[config.mk]
export PLATFORM = sky130hd
export DESIGN_NAME = comp2bcd_seq
export DESIGN_NICKNAME = d
export VERILOG_FILES = /design/src/rtl/comp2bcd_seq.sv
export SDC_FILE = /design/constraint.sdc
export NUM_CORES = 1
export LEC_CHECK = 0
export ABC_AREA = 1
export BUFFER_PORTS_ARGS = -buffer_cell sky130_fd_sc_hd__buf_4
export CAP_MARGIN = 15
export CORE_MARGIN = 4
export CORE_UTILIZATION = 35
export CTS_BUF_LIST = sky130_fd_sc_hd__clkbuf_4 sky130_fd_sc_hd__clkbuf_8
export CTS_CLUSTER_SIZE = 25
export DETAILED_ROUTE_END_ITERATION = 8
export PLACE_DENSITY = 0.52
export SETUP_SLACK_MARGIN = 0.3
export SYNTH_ARGS = -nofsm -noshare
export SYNTH_HDL_FRONTEND = slang
export SYNTH_SLANG_ARGS = --single-unit
[constraint.sdc]
create_clock -name clk -period 2 [get_ports clk]
set_input_delay 0 -clock clk [delete_from_list [all_inputs] [get_ports clk]]
set_output_delay 0 -clock clk [all_outputs]
set_load 0.02 [all_outputs]
[src/rtl/comp2bcd_seq.sv]
// comp2bcd_seq
// Sequential complement-to-true-form converter. Takes a two's complement or
// unsigned operand and produces a sign-magnitude word, a sign flag and a
// packed BCD magnitude. The BCD conversion is iterative (shift-add-3, one
// operand bit per clock) behind a start/busy/done handshake.
module comp2bcd_seq #(
    parameter int WIDTH  = 18,
    parameter int DIGITS = 6
) (
    input  logic                  clk,
    input  logic                  rst_n,
    input  logic                  start,
    input  logic                  signed_mode,
    input  logic [WIDTH-1:0]      datain,
    output logic                  busy,
    output logic                  done,
    output logic                  sign,
    output logic [WIDTH-1:0]      sm_out,
    output logic [4*DIGITS-1:0]   bcd,
    output logic                  mag_ovf,
    output logic                  bcd_ovf
);

    localparam int BW = 4 * DIGITS;
    localparam int CW = $clog2(WIDTH + 1);

    localparam logic [1:0] ST_IDLE = 2'd0;
    localparam logic [1:0] ST_CONV = 2'd1;
    localparam logic [1:0] ST_FIN  = 2'd2;

    localparam logic [CW-1:0] CNT_INIT = CW'(WIDTH);
    localparam logic [CW-1:0] CNT_ONE  = CW'(1);

    // Shift-add-3 correction: every digit of 5 or more gets +3 so that the
    // following left shift carries correctly into the next decimal digit.
    function automatic logic [BW-1:0] add3_digits(input logic [BW-1:0] acc);
        logic [BW-1:0] res;
        res = acc;
        for (int i = 0; i < DIGITS; i++) begin
            if (acc[4*i +: 4] >= 4'd5) begin
                res[4*i +: 4] = acc[4*i +: 4] + 4'd3;
            end else begin
                res[4*i +: 4] = acc[4*i +: 4];
            end
        end
        return res;
    endfunction

    logic [1:0]        state_r;
    logic [CW-1:0]     cnt_r;
    logic              neg_r;
    logic [WIDTH-1:0]  mag_r;       // magnitude kept intact for sm_out
    logic [WIDTH-1:0]  shift_r;     // magnitude consumed by the shifter
    logic [BW-1:0]     bcd_acc_r;
    logic              sticky_ovf_r;

    logic              neg_s;
    logic [WIDTH-1:0]  mag_s;
    logic [BW-1:0]     adj_s;

    // Operand decode: sign and absolute value, in WIDTH bits unsigned so the
    // most negative value maps to 2^(WIDTH-1).
    always_comb begin
        neg_s = signed_mode & datain[WIDTH-1];
        if (neg_s) begin
            mag_s = ~datain + {{(WIDTH-1){1'b0}}, 1'b1};
        end else begin
            mag_s = datain;
        end
    end

    assign adj_s = add3_digits(bcd_acc_r);

    // Control FSM, shift-add-3 datapath and registered result outputs.
    always_ff @(posedge clk or negedge rst_n) begin
        if (!rst_n) begin
            state_r      <= ST_IDLE;
            cnt_r        <= {CW{1'b0}};
            neg_r        <= 1'b0;
            mag_r        <= {WIDTH{1'b0}};
            shift_r      <= {WIDTH{1'b0}};
            bcd_acc_r    <= {BW{1'b0}};
            sticky_ovf_r <= 1'b0;
            busy         <= 1'b0;
            done         <= 1'b0;
            sign         <= 1'b0;
            sm_out       <= {WIDTH{1'b0}};
            bcd          <= {BW{1'b0}};
            mag_ovf      <= 1'b0;
            bcd_ovf      <= 1'b0;
        end else begin
            done <= 1'b0;
            case (state_r)
                ST_IDLE: begin
                    if (start) begin
                        neg_r        <= neg_s;
                        mag_r        <= mag_s;
                        shift_r      <= mag_s;
                        bcd_acc_r    <= {BW{1'b0}};
                        sticky_ovf_r <= 1'b0;
                        cnt_r        <= CNT_INIT;
                        busy         <= 1'b1;
                        state_r      <= ST_CONV;
                    end else begin
                        state_r      <= ST_IDLE;
                    end
                end
                ST_CONV: begin
                    // Correct, then shift {bcd_acc, shift} left by one bit;
                    // whatever leaves the top digit means the value is too big.
                    bcd_acc_r    <= {adj_s[BW-2:0], shift_r[WIDTH-1]};
                    shift_r      <= {shift_r[WIDTH-2:0], 1'b0};
                    sticky_ovf_r <= sticky_ovf_r | adj_s[BW-1];
                    cnt_r        <= cnt_r - CNT_ONE;
                    if (cnt_r == CNT_ONE) begin
                        state_r <= ST_FIN;
                    end else begin
                        state_r <= ST_CONV;
                    end
                end
                ST_FIN: begin
                    sign    <= neg_r;
                    bcd     <= bcd_acc_r;
                    bcd_ovf <= sticky_ovf_r;
                    mag_ovf <= mag_r[WIDTH-1];
                    if (mag_r[WIDTH-1]) begin
                        sm_out <= {neg_r, {(WIDTH-1){1'b1}}};
                    end else begin
                        sm_out <= {neg_r, mag_r[WIDTH-2:0]};
                    end
                    done    <= 1'b1;
                    busy    <= 1'b0;
                    state_r <= ST_IDLE;
                end
                default: begin
                    state_r <= ST_IDLE;
                    busy    <= 1'b0;
                end
            endcase
        end
    end

endmodule

; ---- Word level (Yosys, flattened, before mapping)
; Index checks and enable logic that the tools add are counted.
[classes]
bitwise_logic = 4
reduce_logical = 5
eq_ne = 4
add_sub_neg = 8
magnitude_cmp = 6
n_mux = 22
[ops]
columns = operator, count
row1 = 24-bit one-hot mux with 2 select lines, 1
row2 = 18-bit 2-to-1 mux, 2
row3 = 18-bit one-hot mux with 2 select lines, 1
row4 = "4-bit by 2-bit adder with 4-bit output, second input constant", 6
row5 = "4-bit by 3-bit greater-or-equal comparator with 1-bit output, second input constant", 6
row6 = 24-bit 2-to-1 mux, 1
row7 = 4-bit 2-to-1 mux, 6
row8 = "18-bit by 1-bit adder with 18-bit output, second input constant", 1
row9 = 18-bit inverter, 1
row10 = 17-bit 2-to-1 mux, 1
row11 = 5-bit one-hot mux with 2 select lines, 1
row12 = 2-bit AND reduction, 3
row13 = "5-bit by 1-bit equality test with 1-bit output, second input constant", 1
row14 = 5-bit 2-to-1 mux, 1
row15 = "5-bit by 1-bit subtractor with 5-bit output, second input constant", 1
row16 = 1-bit 2-to-1 mux, 4
row17 = 1-bit one-hot mux with 2 select lines, 2
row18 = 2-bit one-hot mux with 2 select lines, 1
row19 = "2-bit by 1-bit equality test with 1-bit output, second input constant", 1
row20 = "2-bit equality test, second input constant", 1
row21 = 2-bit zero test, 1
row22 = 2-bit 2-to-1 mux, 1
row23 = "2-bit inequality test, second input constant", 1
row24 = 2-bit nonzero test, 1
row25 = other kinds (3), 3
[totals]
in_bits = 22
output_inout_bits = 47
ff_bits = 116

; ---- Depth between registers and ports, before layout
; Gate-level depths: netlist of run 1.
[logic_depth]
word_depth = 5
ltp_mapped = 9
depth_no_buf = 9

; ---- Worst setup path after synthesis of run 1
; No wires, ideal clock.
[synth_timing]
path_type = reg-to-reg
startpoint = register state_r[1]
endpoint = register cnt_r[4]
arrival_ns = 1.166
slack_ns = 0.709
required_time_ns = 1.875
path_stages_with_launch = 8
setup_time_ns = 0.125
period_less_slack_ns = 1.291
cell_sequence = dfrtp_1 > inv_1 > nand2_2 > inv_2 > nand2_1 > or3_1 > o21ai_0 > o21ai_1
[synth_via]
elab_chain_len = 3
[synth_lines]
columns = element, line_no
row1 = from (decl), 49  ; logic [1:0] state_r;
row2 = from (signal assigned), 77  ; state_r <= ST_IDLE;
row3 = from (signal assigned), 103  ; state_r <= ST_CONV;
row4 = from (signal assigned), 105  ; state_r <= ST_IDLE;
row5 = 2-bit by 1-bit equality test with 1-bit output or 2-bit zero test (tied branches), 93  ; case (state_r)
row6 = 2-bit nonzero test (no source line) or 2-bit inequality test (tied branches), n/a
row7 = 2-bit AND reduction (no source line), n/a
row8 = to (signal assigned), 78  ; cnt_r <= {CW{1'b0}};
row9 = to (signal assigned), 114  ; cnt_r <= cnt_r - CNT_ONE;
row10 = to (decl), 50  ; logic [CW-1:0] cnt_r;
; Several ways; a longest one is shown, not always the timed one.
; A chain may end at the register's enable or synchronous reset.

; ---- Final worst setup path of run 1
[layout_timing]
startpoint = register state_r[1]
endpoint = register cnt_r[3]
; Same word-level chain as after synthesis.

==> out/results.md, run 1 <==
| Metric | Value | Unit |
| --- | --- | --- |
| Result of the run | finished, final reports clean | - |
| Endpoint required time on the critical path | 2.32 | ns |
| Min-Delay Startpoint | datain[4] | - |
| Class of the tightest hold or removal check | in2reg | - |
| Startpoint Class | flop | - |
| Number of buffers added by the clock tree synthesis step | 17 | - |
| Site Rows | 44 | - |
| Area of all placed cells without fillers | 6570 | µm² |
| Clock transition at the register clock pins on the worst setup and hold paths after CTS | 0.07 | ns |
| Signed area change from the synthesized netlist to the final layout | 25.7 | % |
| Prevailing post-synth register cell | dfrtp_1 | - |
| Synthesis-stage register bit count | 115 | - |
| Hold slack final | 0.0336 | ns |
| Post-synth EDFFs | 0 | - |
| Netlist area before placement | 5230 | µm² |
| Maximum number of pins on one net before global-route repair | 116 | - |
| Die Area | 17000 | µm² |
| Post-Syn Instances | 605 | - |
| Buffers inserted during post-CTS setup optimization | 0 | - |
| Total routing resource utilization after global routing | 15.7 | % |
| Worst path arrival time | 1.87 | ns |
| Reg2Reg Setup Slack | 0.45 | ns |
| Capture point of the critical path | cnt_r[3]$_DFFE_PN0P_ | - |
| CP max stage delay | 0.38 | ns |
| Final min period | 1.55 | ns |
| R2r endpoint | cnt_r[3]$_DFFE_PN0P_ | - |
| DRT iter0 DRCs | 230 | - |
| Number of library cell types mapped by synthesis | 30 | - |
| Hold violation count in the final report | 0 | - |
| Normalized max-slew margin | 59.3 | % |
| Area taken by flip-flops and latches | 2880 | µm² |
| Commonest non-fill, non-tap cells in the layout | nand2_1 (133), dfrtp_1 (115), o21ai_0 (89) | - |
| Number of nets in the synthesized netlist | 642 | - |
| Total power of the final layout | 9.95 | mW |
| Antenna diode instance count | 0 | - |
| Least-Margin Pin Slew | 0.610 | ns |
| Multi-input gate area | 2020 | µm² |
| Unrepaired setup endpoints after global routing | true | - |
| Routed wire length per instance | 13.8 | µm |
| H-Tree Depth | 4 | - |
| CP max FO | 16 | - |
| Worst voltage drop across the vdd grid | 499 | µV |
| Via density | 4.86 | - |
| Period Utilization, post-route | 77.7 | % |
| Share of async-settable or async-resettable flops after synthesis | 100 | % |
| Cell Chain, Critical Path | inv_1 -> nand2_4 -> inv_4 -> buf_4 -> nand2_1 -> nor2_1 -> nand2_1 -> nand3_1 -> o21ai_0 | - |
| Most common cell after layout, fill and taps aside | nand2_1 | - |
| Y dimension of the die | 130 | µm |
| IO Count | 69 | - |
| Depth of the critical timing path with buffers and inverters included | 9 | - |
| Max cap viols | 0 | - |
| Startpoint of the worst register-to-register path | state_r[1]$_DFF_PN0_ | - |
| Nets | 736 | - |
| Total wirelength of the detailed-routed design | 12400 | µm |
| Buf/Inv on CP | 3 | - |
| Clock sink total | 115 | - |
| Synthesis warning total | 0 | - |
| Wire length of the first global-routing pass | 21100 | µm |
| Count of buffers inserted at the top-level ports | 68 | - |
| Synthesized area per cell | 8.64 | µm² |
| Share of final-layout standard cells stronger than drive strength 1 | 16.6 | % |
| Clock tree from TritonCTS | built | - |
| Slowest cell on the critical path | dfrtp_1 | - |
| Cell area after placement | 5940 | µm² |
| Top delay family on crit path | buffers and inverters | - |
| Pleak | 3.26 | nW |
| Number of remaining DRC errors | 0 | - |
| Depth of the worst register-to-register path | 9 | - |
| Half-perimeter wire length after placement | 8400 | µm |
| Overall via count from detail_route | 4352 | - |
| Fin Setup TNS | 0 | ns |
| Via count of the first global-routing pass | 4367 | - |
| Core Box Area | 14600 | µm² |
| Kind of end point of the critical path | flop | - |
| CTS Root Buffer Type | clkbuf_8 | - |
| Most common cell type on the critical path | nand2_1 | - |
| Critical path startpoint | state_r[1]$_DFF_PN0_ | - |
| P per Cell Area | 1510 | nW/µm² |
| Starting density of the core | 35.8 | % |
| Total of endpoints with negative setup slack in the final report | 0 | - |
| Clock Tree Buf Depth | 2 | - |
| Filler cell count in the final layout | 1425 | - |
| Routability congestion estimate | 0.819 | - |
| Setup skew after layout | 0.00740 | ns |
| Achievable frequency | 644 | MHz |
| Final max-slew violation count | 0 | - |
| Sequential element share of the synthesized area | 55.1 | % |
| Width of the chip | 130 | µm |
| Remaining antenna violation count after routing | 0 | - |
| Crit path kind | reg2reg | - |
| Antenna violations before repair | 0 | - |
| Skew-Pair Late Insertion Delay | 0.44 | ns |
| First-pass iteration count of the detailed router | 4 | - |
| Total congestion overflow | 0 | - |
[worst min path at each step]
| stage | endpoint | depth (start not counted) |
|---|---|---|
| finish | shift_r[4]$_DFFE_PN0P_ | 4 |
| global route | shift_r[4]$_DFFE_PN0P_ | 4 |
| CTS | shift_r[4]$_DFFE_PN0P_ | 4 |
| detailed placement | bcd[9]$_DFFE_PN0P_ | 2 |
| global placement | bcd[8]$_DFFE_PN0P_ | 2 |
| floorplan | bcd[0]$_DFFE_PN0P_ | 0 |
[worst reg2reg max path, delay by kind of cell (launching register included)]
family	cells	cell delay, ns
compound gates	1	0.08
flops	1	0.38
buf+inv	3	0.51
simple gates	5	0.47
[area by class of cell]
class	instances	share of cell area (%)
flip-flops and latches	115	43.8
multi-input cells	398	30.7
repair buffers	95	11.8
inverters	72	4.19
clock buffers	17	3.56
well taps	184	3.50
clock inverters	14	2.49
[Yosys cell counts, types with 6 or more instances]
master	n	area (µm²)
nor2_1	53	199
o32ai_1	6	52.6
buf_2	11	55.1
dfrtp_1	115	2880
o21ai_0	89	445
inv_1	68	255
a22oi_1	12	90.1
xor2_1	6	52.6
nand3_1	34	170
nand2_1	133	499
a21oi_1	26	130
clkbuf_1	8	30.0
ha_1	15	188
[report_power, final]
part | switching, mW | total (mW) | internal, mW | leakage [nW]
clock network | 0.974 | 2.19 | 1.21 | 0.186
logic | 2.36 | 3.86 | 1.50 | 1.69
registers | 0.584 | 3.89 | 3.31 | 1.38
[per-layer routing]
layer / routed length, µm / global-route usage, % / share of wire (%)
met3: 597 / 3.77 / 4.8
met1: 5860 / 20.9 / 47
met2: 5670 / 24.7 / 46
met4: 225 / 6.48 / 1.8
met5: 0 / 0 / 0
[logic make-up (layout without fill, tap and decap cells)]
kind of cell | count (synthesis) | count (layout) | synth area share, %
compound gates | 143 | 143 | 15.1
flops | 115 | 115 | 55.1
simple gates | 233 | 234 | 18.3
fa+ha+maj | 15 | 15 | 3.59
xor+xnor | 6 | 6 | 1.01
buf+inv | 93 | 198 | 7.01
[registers in the layout, indices dropped and copies added (netlist names)]
signal and flops:
bcd_ovf 1, bcd 24, shift_r 18, sign 1, busy 1, sm_out 17, neg_r 1, state_r 2
sticky_ovf_r 1, cnt_r 5, mag_ovf 1, done 1, bcd_acc_r 24, mag_r 18
[stage by stage]
| stage | std cells | utilization, % | setup slack, ns |
|---|---|---|---|
| floorplan | 605 | - | 0.709 |
| global placement | 844 | 40.7 | 0.397 |
| detailed placement | 844 | 40.7 | 0.363 |
| CTS | 894 | 44.8 | 0.360 |
| global route | 895 | 45.0 | 0.252 |
| finish | 895 | 45.0 | 0.447 |
[timing repair]
action	in CTS	in global routing
gates resized for setup	0	7
setup endpoints to repair	0	22
hold buffers	19	0
hold endpoints to repair	146	0
(Power assumes the default switching activity.)
==> inputs of run 2 (changes only) <==
- ABC_AREA: 1 -> 0
- PLACE_DENSITY: 0.52 -> 0.54
- clock period: 2 -> 1.3 ns (I/O delays scaled with it)
==> run 2 against run 1 <==
Clock-buffer cell count grew 6. Clock power grew 29%. Power grew 95%. The run now ends with negative setup slack left. Critical endpoint is now bcd[3]$_DFFE_PN0P_. Critical path type unchanged. Synthesized area grew 0.91%. Highest routed layer unchanged. Routed wire length grew 15%.
==> out/results.md, run 2 <==
| Metric | Value | Unit | Delta |
| --- | --- | --- | --- |
| Hold slack final | 0.0135 | ns | -0.0202 ns |
| Largest area contributor in the synthesized netlist | dfrtp_1 | - |  |
| CP max FO | 7 | - | -9 |
| Area taken by flip-flops and latches | 2880 | µm² | +0.17% |
| Final WS setup | -0.0812 | ns | -0.528 ns |
| Unrepaired setup endpoints after global routing | true | - |  |
| Die Area | 17100 | µm² | +0.85% |
| DRT iter0 DRCs | 264 | - | +15% |
| Synthesis warning total | 0 | - | unchanged |
| Routed wire length per instance | 15.5 | µm | +13% |
| Final min period | 1.38 | ns | -0.172 ns |
| Post-synth EDFFs | 0 | - | unchanged |
| Sequential element share of the synthesized area | 54.6 | % | -0.50 points |
| Commonest non-fill, non-tap cells in the layout | buf_4 (117), dfrtp_1 (111), buf_6 (68) | - |  |
| Total congestion overflow | 0 | - | unchanged |
| Normalized max-slew margin | 73.5 | % | +14 points |
| Kind of end point of the critical path | flop | - |  |
| Overall via count from detail_route | 4637 | - | +6.5% |
| Via count of the first global-routing pass | 4710 | - | +7.9% |
| Total routing resource utilization after global routing | 16.9 | % | +1.2 points |
| Final max-slew violation count | 0 | - | unchanged |
| Clock sink total | 115 | - | unchanged |
| Clock tree from TritonCTS | built | - |  |
| Class of the tightest hold or removal check | in2reg | - |  |
| P per Cell Area | 2210 | nW/µm² | +46% |
| Total of endpoints with negative setup slack in the final report | 51 | - | +51 |
| Pre-CTS WS | -0.106 | ns | -0.469 ns |
| Site Rows | 44 | - | unchanged |
| Top cells by area, synth | dfrtp_1 (55%), o21ai_0 (5.5%), nand2_1 (5.1%), ha_1 (3.6%), mux2_2 (3.2%) | - |  |
| Achievable frequency | 724 | MHz | +12% |
| Crit path kind | reg2reg | - |  |
| H-Tree Depth | 4 | - | unchanged |
| Synthesized area per cell | 10.4 | µm² | +20% |
| Share of async-settable or async-resettable flops after synthesis | 100 | % | unchanged |
| Total wirelength of the detailed-routed design | 14300 | µm | +15% |
| Area fraction of the dominant cell type after synthesis | 54.6 | % | -0.50 points |
| Prevailing post-synth register cell | dfrtp_1 | - |  |
| Synthesis-stage register bit count | 115 | - | unchanged |
| Half-perimeter wire length after placement | 9010 | µm | +7.3% |
| Number of nets in the synthesized netlist | 546 | - | -15% |
| Starting density of the core | 36.0 | % | +0.19 points |
| Pleak | 4.13 | nW | +27% |
| Nets | 760 | - | +3.3% |
| Violations in the final reports | negative setup slack | - |  |
| Skew-Pair Late Insertion Delay | 0.44 | ns | about the same |
| First-pass iteration count of the detailed router | 4 | - | unchanged |
| Worst path arrival time | 1.71 | ns | -0.16 ns |
| Count of buffers inserted at the top-level ports | 68 | - | unchanged |
| Endpoint required time on the critical path | 1.63 | ns | -0.69 ns |
| Total power of the final layout | 19.4 | mW | +95% |
| Worst voltage drop across the vdd grid | 1050 | µV | +110% |
| Core Box Area | 14600 | µm² | +0.38% |
| Startpoint Class | flop | - |  |
| Least-Margin Pin Slew | 0.397 | ns | -0.213 ns |
| Clock transition at the register clock pins on the worst setup and hold paths after CTS | 0.06 | ns | about the same |
| Result of the run | finished with violations | - |  |
| Maximum number of pins on one net before global-route repair | 52 | - | -55% |
| Antenna diode instance count | 0 | - | unchanged |
| Wire length of the first global-routing pass | 22700 | µm | +7.4% |
| Routability congestion estimate | 0.781 | - | -4.7% |
| Period Utilization, post-route | 106 | % | +29 points |
| Hold violation count in the final report | 0 | - | unchanged |
| Most common cell after layout, fill and taps aside | buf_4 | - |  |
| Remaining antenna violation count after routing | 0 | - | unchanged |
| Largest registers ranked by flip-flop count | bcd: 24 flops, bcd_acc_r: 24 flops | - |  |
| Post-Syn Instances | 509 | - | -16% |
| Number of remaining DRC errors | 0 | - | unchanged |
| Antenna violations before repair | 0 | - | unchanged |
| Y dimension of the die | 131 | µm | +0.43% |
| Netlist area before placement | 5280 | µm² | +0.91% |
| Number of buffers added by the clock tree synthesis step | 17 | - | unchanged |
| Clock Tree Buf Depth | 2 | - | unchanged |
| Via density | 5.05 | - | +3.9% |
| Share of final-layout standard cells stronger than drive strength 1 | 54.2 | % | +38 points |
| Top-count cell post-synth | dfrtp_1 | - |  |
| Top cells by count, synth | dfrtp_1 (115), nand2_1 (72), o21ai_0 (58), nor2_1 (33), inv_1 (23) | - |  |
| Setup skew after layout | 0.00585 | ns | -0.00155 ns |
| IO Count | 69 | - | unchanged |
| Multi-input gate area | 2990 | µm² | +48% |
| Number of library cell types mapped by synthesis | 46 | - | +53% |
| Signed area change from the synthesized netlist to the final layout | 66.8 | % |  |
| CTS Root Buffer Type | clkbuf_8 | - |  |
| Width of the chip | 131 | µm | +0.43% |
| Filler cell count in the final layout | 1221 | - | -14% |
| Max cap viols | 0 | - | unchanged |
## run 2: layout make-up
class	instances	share of cell area [%]
multi-input combinational	342	34.0
sequential	115	32.8
timing repair buffer	224	25.9
tap	184	2.62
clock buffer	23	3.31
clock inverter	7	0.398
inverter	23	1.01
## run 2: worst paths after layout
path,depth (start not counted),end,start,slack [ns]
max,5,bcd[3]$_DFFE_PN0P_,state_r[1]$_DFF_PN0_,-0.08
min,4,shift_r[9]$_DFFE_PN0P_,datain[9],0.01
max reg2reg,5,bcd[3]$_DFFE_PN0P_,state_r[1]$_DFF_PN0_,-0.08
min reg2reg,2,mag_r[4]$_DFFE_PN0N_,mag_r[4]$_DFFE_PN0N_,0.48
max in group asynchronous,3,bcd_acc_r[2]$_DFFE_PN0P_,rst_n,0.65
min in group asynchronous,2,done$_DFF_PN0_,rst_n,0.03
## run 2: logic make-up (layout without fill, tap and decap cells)
kind of cell | Yosys count | count (layout) | share of synthesized area, %
compound gates | 140 | 140 | 17.4
xor+xnor | 23 | 23 | 3.82
fa+ha+maj | 15 | 15 | 3.56
buf+inv | 52 | 277 | 4.06
flops | 115 | 115 | 54.6
mux | 15 | 15 | 3.20
simple gates | 149 | 149 | 13.4
## run 2: through the flow
stage          setup TNS [ns]  utilization, %  area, µm²  cells
2_1_floorplan          -0.309               -       5610    509
3_3_place_gp            -1.93            45.6       6680    792
3_5_place_dp            -2.58            45.6       6680    792
4_1_cts                 -1.92            55.2       8080    882
5_1_grt                 -5.96            60.1       8800    918
6_report                -1.79            60.1       8800    918
## run 2: repair_timing
action | in CTS | in global routing
gates resized for setup | 148 | 103
endpoints found under the setup margin | 161 | 158
hold buffers | 17 | 0
pin swaps | 28 | 38
endpoints found under the hold margin | 137 | 0
cloned | 2 | 6
setup buffers | 41 | 30
## run 2: per-layer routing
layer / share of wire, % / track usage (%)
met5: 0 / 0
met4: 1.8 / 6.65
met3: 3.3 / 4.02
met2: 50 / 27.8
met1: 45 / 21.6
## run 2: critical path: stages (launching register included)
cell and delay (ns):
dfrtp_1 0.42, buf_6 0.16, nand2b_4 0.12, buf_12 0.13, buf_12 0.13, mux2_4 0.30
## run 2: power breakdown
group          switching [mW]  total (mW)  internal [mW]
registers                1.31        6.32           5.00
logic                    4.66        10.3           5.62
clock network            1.37        2.82           1.45
total                    7.34        19.4           12.1
